## config.mk

```make
export PLATFORM = sky130hd
export DESIGN_NAME = spi_top
export DESIGN_NICKNAME = d
export VERILOG_FILES = /design/src/rtl/spi_pkg.sv /design/src/rtl/spi_slave.sv /design/src/rtl/spi_top.sv
export SDC_FILE = /design/constraint.sdc
export NUM_CORES = 1
export LEC_CHECK = 0
export CAP_MARGIN = 30
export CORE_MARGIN = 3
export CORE_UTILIZATION = 52
export CTS_BUF_LIST = sky130_fd_sc_hd__clkbuf_8
export DETAILED_ROUTE_END_ITERATION = 10
export PLACE_DENSITY = 0.77
export SLEW_MARGIN = 25
export SYNTH_ARGS = -nofsm -noshare
export SYNTH_HDL_FRONTEND = slang
export SYNTH_HIERARCHICAL = 1
export SYNTH_SLANG_ARGS = --single-unit
```

## constraint.sdc

```tcl
create_clock -name clk -period 1.8 [get_ports clk]
set_input_delay 0.36 -clock clk [delete_from_list [all_inputs] [get_ports clk]]
set_output_delay 0.36 -clock clk [all_outputs]
set_load 0.005 [all_outputs]
```

## src/rtl/spi_pkg.sv

```systemverilog
// ----------------------------------------------------------------------------
// spi_pkg
// Shared definitions for the SPI master/slave harness.
//   state_e     : master FSM states (IDLE, LOAD, XFER, DONE)
//   spi_cpol    : SCLK idle level taken from a 2-bit SPI mode
//   spi_cpha    : sampling phase taken from a 2-bit SPI mode
//   HALF_CNT_W  : width of the SCLK half-period counter; it must hold
//                 2*bits_num for the largest legal word (32 bits)
// ----------------------------------------------------------------------------
package spi_pkg;

    typedef enum logic [1:0] {
        IDLE,
        LOAD,
        XFER,
        DONE
    } state_e;

    localparam int unsigned MAX_BITS   = 32;
    localparam int unsigned HALF_CNT_W = $clog2(2 * MAX_BITS + 1);

    function automatic logic spi_cpol(input logic [1:0] m);
        return m[1];
    endfunction

    function automatic logic spi_cpha(input logic [1:0] m);
        return m[0];
    endfunction

endpackage

```

## src/rtl/spi_slave.sv

```systemverilog
// ----------------------------------------------------------------------------
// spi_slave
// Clock-domain SPI slave: detects SCLK edges from a registered copy of SCLK,
// shifts its word out on MISO, shifts MOSI in, and latches the received word
// when its slave-select is released.
// Optional build macro: SPI_LSB_FIRST_EN (shift LSB first instead of MSB).
// Ports:
//   i_clk, i_rst_n : system clock, async active-low reset
//   i_sclk, i_mosi : bus clock and master-out data
//   i_ss_n         : active-low slave select
//   i_data         : word returned to the master (loaded at select)
//   o_miso         : slave-out data
//   o_data         : last word received from the master
// ----------------------------------------------------------------------------
module spi_slave
    import spi_pkg::*;
#(
    parameter logic [1:0]  mode     = 2'b11,
    parameter int unsigned bits_num = 8
) (
    input  logic                i_clk,
    input  logic                i_rst_n,
    input  logic                i_sclk,
    input  logic                i_mosi,
    input  logic                i_ss_n,
    input  logic [bits_num-1:0] i_data,
    output logic                o_miso,
    output logic [bits_num-1:0] o_data
);

    localparam logic CPOL = spi_cpol(mode);
    localparam logic CPHA = spi_cpha(mode);

    logic                r_sclk_q;
    logic                r_ss_q;
    logic                r_miso;
    logic [bits_num-1:0] r_tx;
    logic [bits_num-1:0] r_rx;
    logic [bits_num-1:0] r_data;

    logic                w_ss_fall;
    logic                w_ss_rise;
    logic                w_edge;
    logic                w_lead;
    logic                w_sample;
    logic                w_shift;
    logic [bits_num-1:0] w_src;
    logic                w_src_bit;
    logic [bits_num-1:0] w_src_next;
    logic [bits_num-1:0] w_rx_next;

    assign w_ss_fall = ~i_ss_n & r_ss_q;
    assign w_ss_rise = i_ss_n & ~r_ss_q;
    // Edges are seen one clk after the master moves SCLK; leading = leaving idle
    assign w_edge    = ~i_ss_n & (i_sclk ^ r_sclk_q);
    assign w_lead    = (i_sclk != CPOL);
    assign w_sample  = w_edge & (w_lead ^ CPHA);
    assign w_shift   = w_edge & ~(w_lead ^ CPHA);
    // At select the first bit comes straight from i_data
    assign w_src     = w_ss_fall ? i_data : r_tx;

    always_comb begin
`ifdef SPI_LSB_FIRST_EN
        w_src_bit  = w_src[0];
        w_src_next = {1'b0, w_src[bits_num-1:1]};
        w_rx_next  = {i_mosi, r_rx[bits_num-1:1]};
`else
        w_src_bit  = w_src[bits_num-1];
        w_src_next = {w_src[bits_num-2:0], 1'b0};
        w_rx_next  = {r_rx[bits_num-2:0], i_mosi};
`endif
    end

    always_ff @(posedge i_clk or negedge i_rst_n) begin
        if (!i_rst_n) begin
            r_sclk_q <= CPOL;
            r_ss_q   <= 1'b1;
            r_miso   <= 1'b0;
            r_tx     <= '0;
            r_rx     <= '0;
            r_data   <= '0;
        end else begin
            r_sclk_q <= i_sclk;
            r_ss_q   <= i_ss_n;
            if (w_ss_fall) begin
                if (CPHA) begin
                    r_tx <= i_data;
                end else begin
                    r_miso <= w_src_bit;
                    r_tx   <= w_src_next;
                end
            end else if (w_shift) begin
                r_miso <= w_src_bit;
                r_tx   <= w_src_next;
            end
            if (w_sample) begin
                r_rx <= w_rx_next;
            end
            if (w_ss_rise) begin
                r_data <= r_rx;
            end
        end
    end

    assign o_miso = r_miso;
    assign o_data = r_data;

endmodule

```

## src/rtl/spi_top.sv

```systemverilog
// ----------------------------------------------------------------------------
// spi_top
// One SPI master and four spi_slave instances on an internal bus. A tx_start
// pulse runs one full-duplex bits_num-bit exchange with the slave picked by
// sel; tx_end pulses for one clk when both sides hold their received words.
// Optional build macro: SPI_LSB_FIRST_EN (LSB-first wire order).
// Ports:
//   clk, reset                     : system clock, async active-low reset
//   tx_start, sel                  : start pulse, target slave (0..3)
//   master_data_in                 : word sent by the master
//   slave1..4_data_in              : words returned by each slave
//   tx_end                         : one-cycle completion pulse
//   master_data_out                : last word received by the master
//   slave1..4_data_out             : last word received by each slave
// ----------------------------------------------------------------------------
module spi_top
    import spi_pkg::*;
#(
    parameter logic [1:0]  mode        = 2'b11,
    parameter int unsigned bits_num    = 8,
    parameter int unsigned HALF_PERIOD = 2
) (
    input  logic                clk,
    input  logic                reset,
    input  logic                tx_start,
    input  logic [1:0]          sel,
    input  logic [bits_num-1:0] master_data_in,
    input  logic [bits_num-1:0] slave1_data_in,
    input  logic [bits_num-1:0] slave2_data_in,
    input  logic [bits_num-1:0] slave3_data_in,
    input  logic [bits_num-1:0] slave4_data_in,
    output logic                tx_end,
    output logic [bits_num-1:0] master_data_out,
    output logic [bits_num-1:0] slave1_data_out,
    output logic [bits_num-1:0] slave2_data_out,
    output logic [bits_num-1:0] slave3_data_out,
    output logic [bits_num-1:0] slave4_data_out
);

    localparam logic                  CPOL     = spi_cpol(mode);
    localparam logic                  CPHA     = spi_cpha(mode);
    localparam int unsigned           HP_W     = (HALF_PERIOD > 1) ? $clog2(HALF_PERIOD) : 1;
    localparam logic [HP_W-1:0]       HP_LAST  = HP_W'(HALF_PERIOD - 1);
    localparam logic [HALF_CNT_W-1:0] HALF_END = HALF_CNT_W'(2 * bits_num);

    state_e                r_state;
    logic [1:0]            r_sel;
    logic [3:0]            r_ss_n;
    logic                  r_sclk;
    logic                  r_mosi;
    logic [HP_W-1:0]       r_cnt;
    logic [HALF_CNT_W-1:0] r_half;
    logic                  r_samp_pend;
    logic [bits_num-1:0]   r_tx;
    logic [bits_num-1:0]   r_rx;
    logic [bits_num-1:0]   r_mdo;
    logic                  r_tx_end;

    logic                  w_sclk;
    logic                  w_miso;
    logic                  w_toggle;
    logic                  w_sample_edge;
    logic                  w_tx_bit;
    logic [bits_num-1:0]   w_tx_next;
    logic [bits_num-1:0]   w_rx_next;
    logic [bits_num-1:0]   w_sl_din  [4];
    logic [bits_num-1:0]   w_sl_dout [4];
    logic                  w_sl_miso [4];

    assign w_sclk        = r_sclk;
    assign w_miso        = w_sl_miso[r_sel];
    assign w_toggle      = (r_state == XFER) && (r_half != HALF_END) && (r_cnt == HP_LAST);
    // Even half-periods end on a leading edge
    assign w_sample_edge = ~r_half[0] ^ CPHA;

    always_comb begin
`ifdef SPI_LSB_FIRST_EN
        w_tx_bit  = r_tx[0];
        w_tx_next = {1'b0, r_tx[bits_num-1:1]};
        w_rx_next = {w_miso, r_rx[bits_num-1:1]};
`else
        w_tx_bit  = r_tx[bits_num-1];
        w_tx_next = {r_tx[bits_num-2:0], 1'b0};
        w_rx_next = {r_rx[bits_num-2:0], w_miso};
`endif
    end

    always_ff @(posedge clk or negedge reset) begin
        if (!reset) begin
            r_state     <= IDLE;
            r_sel       <= 2'd0;
            r_ss_n      <= 4'hF;
            r_sclk      <= CPOL;
            r_mosi      <= 1'b0;
            r_cnt       <= '0;
            r_half      <= '0;
            r_samp_pend <= 1'b0;
            r_tx        <= '0;
            r_rx        <= '0;
            r_mdo       <= '0;
            r_tx_end    <= 1'b0;
        end else begin
            r_tx_end <= 1'b0;
            // MISO is sampled one clk after the edge, matching the slaves'
            // registered edge detect so every HALF_PERIOD >= 1 has margin
            r_samp_pend <= w_toggle & w_sample_edge;
            if (r_samp_pend) begin
                r_rx <= w_rx_next;
            end
            case (r_state)
                IDLE: begin
                    if (tx_start) begin
                        r_sel   <= sel;
                        r_tx    <= master_data_in;
                        r_ss_n  <= ~(4'b0001 << sel);
                        r_state <= LOAD;
                    end
                end
                LOAD: begin
                    if (!CPHA) begin
                        r_mosi <= w_tx_bit;
                        r_tx   <= w_tx_next;
                    end
                    r_cnt   <= '0;
                    r_half  <= '0;
                    r_state <= XFER;
                end
                XFER: begin
                    // One settle cycle after the last SCLK edge lets the
                    // slaves finish their final sample before select drops
                    if (r_half == HALF_END) begin
                        r_ss_n   <= 4'hF;
                        r_tx_end <= 1'b1;
                        r_state  <= DONE;
                    end else if (r_cnt == HP_LAST) begin
                        r_cnt  <= '0;
                        r_half <= r_half + 1'b1;
                        r_sclk <= ~r_sclk;
                        if (!w_sample_edge) begin
                            r_mosi <= w_tx_bit;
                            r_tx   <= w_tx_next;
                        end
                    end else begin
                        r_cnt <= r_cnt + 1'b1;
                    end
                end
                DONE: begin
                    r_mdo   <= r_rx;
                    r_state <= IDLE;
                end
                default: r_state <= IDLE;
            endcase
        end
    end

    assign w_sl_din[0] = slave1_data_in;
    assign w_sl_din[1] = slave2_data_in;
    assign w_sl_din[2] = slave3_data_in;
    assign w_sl_din[3] = slave4_data_in;

    for (genvar g = 0; g < 4; g++) begin : g_slave
        spi_slave #(
            .mode     (mode),
            .bits_num (bits_num)
        ) u_slave (
            .i_clk   (clk),
            .i_rst_n (reset),
            .i_sclk  (r_sclk),
            .i_mosi  (r_mosi),
            .i_ss_n  (r_ss_n[g]),
            .i_data  (w_sl_din[g]),
            .o_miso  (w_sl_miso[g]),
            .o_data  (w_sl_dout[g])
        );
    end

    assign tx_end          = r_tx_end;
    assign master_data_out = r_mdo;
    assign slave1_data_out = w_sl_dout[0];
    assign slave2_data_out = w_sl_dout[1];
    assign slave3_data_out = w_sl_dout[2];
    assign slave4_data_out = w_sl_dout[3];

endmodule

```

==> metrics.yaml <==
status: "finished clean"
cts_buffers: 17
layout_common_cells: "dfrtp_1 (139), mux2_2 (123), clkdlybuf4s50_1 (84)"
grt_pass1_vias: 4163
dp_slack_ns: -0.1196
post-route-period-util: 0.9828
crit_path_max_fanout: 8
fill_cells: 934
regToRegStartpoint: "r_half[3]"
track_usage: 0.1722
synth_cells: 442
leakagePower_nw: 3.844
core_area_sq_um: 12210
p_comb_frac: 0.364
cp_num_buf_inv: 0
finalHoldViolations: 0
routed_wl_mm: 11.39
area.growth.synth_to_final_pct: 24.15
nNetsFinal: 612
ioPinCount: 86
cp_data_arrival_time_ns: 2.09
max_clock_freq_mhz: 565.3
crit_chain: "or4b_4 -> o211ai_4 -> a21oi_4 -> mux2_4"
io_buffers: 85
grtUsageMet3: 0.05598
layout-drive-gt1-share: 0.4199
crit_end: "r_tx[1]"
synth_seq_cells: 152
cts_root_buffer: "clkbuf_8"
synth_nets: 493
avgViaCountPerCell: 5.201
met1_usage: 0.2164
rsz0062_at_grt: "yes"
cts_tree: "done"
hold_path_class: "primary input to async pin"
ys_types: 38
start_util: 0.5397
place.gp.congestion: 0.7727
antenna_found_initial: 0
final.setup.worst_slack_ns: 0.03103
yosysSeqAreaShare: 0.5796
power_density_nw_per_um2: 1440
worst_slew_pin_slew_ns: 0.4680
slew_headroom: 0.6880
synth_area_per_cell_sq_um: 14.91
slew_violations: 0
cp-startpoint: "r_half[3]"
clkTransAtPathRegs_ns: 0.07
skew_ns: 0.006761
cp_slowest_cell: "or4b_4"
dieHeight_microns: 118.6
die-area_sq_um: 14060
crit_cells: 4
reg2reg_depth: 4
switching_share: 0.2959
grt_overflow: 0
crit_required_ns: 2.12
seqPwrFrac: 0.444
dr.pass1.iters: 4
crit_path_end_kind: "flop"
ir_worst_vdd_v: 0.001289
wl_per_cell_microns: 15.35
detailroute.via_count: 3859
num_antenna_cells: 0
period_needed_ns: 1.769
r2r_end: "r_tx[1]"
setup_violations: 0
antenna_left: 0
seq_area_sq_um: 3820
crit_type: "flop to flop"
grtUsageMet2: 0.2853
synthFlopType: "dfrtp_1"
grt_first_pass_wirelength_mm: 19.71
rrSetupSlack_ns: 0.03
die_w_microns: 118.6
globalRoute.busiestLayer: "met2"
drc: 0
post-route-util: 0.6700
synth_edf_count: 0
grt_max_degree: 69
intPower_mw: 8.297
clkPwrFrac: 0.192
clkLatencyLatePin_ns: 0.43
yosysWarningCount: 6
drt-initial-drc-count: 244
final_common_cell: "dfrtp_1"
p_sw_mw: 3.486
worstSetupStartpointType: "flop"
clock-sinks: 152
ys_async_sr_fraction: 1.000
netlist_area_sq_um: 6590
dpl.hpwl_mm: 8.264
cts_max_path_buffers: 2
critPathTopFamily: "simple AND/OR/NAND/NOR gates"
htreeDepth: 4
rows: 40
multi_input_area_sq_um: 2633
slowest_delay_ns: 0.56
cap_violations: 0
[synthesized netlist by cell type, drive strengths merged (4+ instances only)]
library cell    n  area [sq um]
a21oi           8         58.80
buf             7         67.56
clkbuf          4         15.01
dfrtp         139          3478
dfstp          13         341.6
ha              6         75.07
inv            23         86.33
mux2          158          1911
nand2          15         56.30
nand2b         10         62.56
nor2b           4         25.02
nor3            7         35.03
nor3b           4         50.05
o21ai           6         30.03
o22ai           6         37.54
[kinds of logic after synthesis]
group / synth area share
xor+xnor: 0.001329
fa+ha+maj: 0.01139
compound gates: 0.03475
simple gates: 0.04936
buf+inv: 0.02563
mux: 0.2979
flops: 0.5796
[sequential cells by signal, summed over array words and instances, names as in the netlist]
| register | flops |
|---|---|
| g_slave.u_slave/r_sclk_q | 4 |
| g_slave.u_slave/r_tx | 32 |
| r_mosi | 1 |
| r_rx | 8 |
| master_data_out | 8 |
| r_cnt | 1 |
| r_state | 2 |
| g_slave.u_slave/o_data | 32 |
| g_slave.u_slave/o_miso | 4 |
| g_slave.u_slave/r_rx | 32 |
| r_samp_pend | 1 |
| r_tx | 8 |
| r_sel | 2 |
| g_slave.u_slave/r_ss_q | 4 |
| tx_end | 1 |
| r_sclk | 1 |
| r_ss_n | 4 |
| r_half | 7 |
[repair_timing]
item | CTS | global route
resized for setup | 3 | 4
hold buffers | 1 | 0
pin swaps | 0 | 0
setup buffers | 0 | 1
endpoints found under the setup margin | 8 | 12
hold endpoints to repair | 36 | 0
[per-stage QoR]
stage	instances	area (sq um)	power (mW)	TNS, ns	hold WS (ns)
floorplan	442	6590	8.244	0	0.06441
global placement	708	7787	9.336	-0.3173	0.2821
detailed placement	708	7787	9.560	-0.8242	0.2876
CTS	741	8155	11.89	0	0.3787
global route	742	8182	12.55	-0.06539	0.3973
finish	742	8182	11.78	0	0.3955
[how the worst min path moves through the flow]
stage,end,start,cells after the start,slack (ns)
floorplan,g_slave[0].u_slave/o_data[0],reset,0,0.06
global placement,g_slave[0].u_slave/r_tx[3],reset,1,0.28
detailed placement,g_slave[0].u_slave/r_tx[3],reset,1,0.29
CTS,g_slave[0].u_slave/r_tx[3],reset,2,0.38
global route,g_slave[0].u_slave/r_tx[3],reset,2,0.40
finish,g_slave[0].u_slave/r_tx[3],reset,2,0.40
[routing by layer]
metal / vias up / share of wire / wire [microns]
li1: 1811 / - / -
met1: 1935 / 0.44 / 4991
met2: 90 / 0.50 / 5677
met3: 23 / 0.045 / 509
met4: 0 / 0.018 / 210
met5: - / 0 / 0
[power groups by stage]
stage,Combinational (mW),Clock (mW),Sequential (mW)
3_3_place_gp,4.11,0,5.22
5_1_grt,4.66,2.51,5.39
3_5_place_dp,4.27,0,5.29
2_1_floorplan,3.16,0,5.09
6_report,4.29,2.26,5.23
4_1_cts,4.31,2.34,5.24
[cell type report]
cell class	count	area share
tap	168	0.02569
sequential	152	0.4669
timing repair buffer	111	0.1329
clock buffer	18	0.03028
inverter	23	0.01055
clock inverter	14	0.01193
multi-input combinational	256	0.3218
No activity file was read; power rests on OpenSTA's default activity.
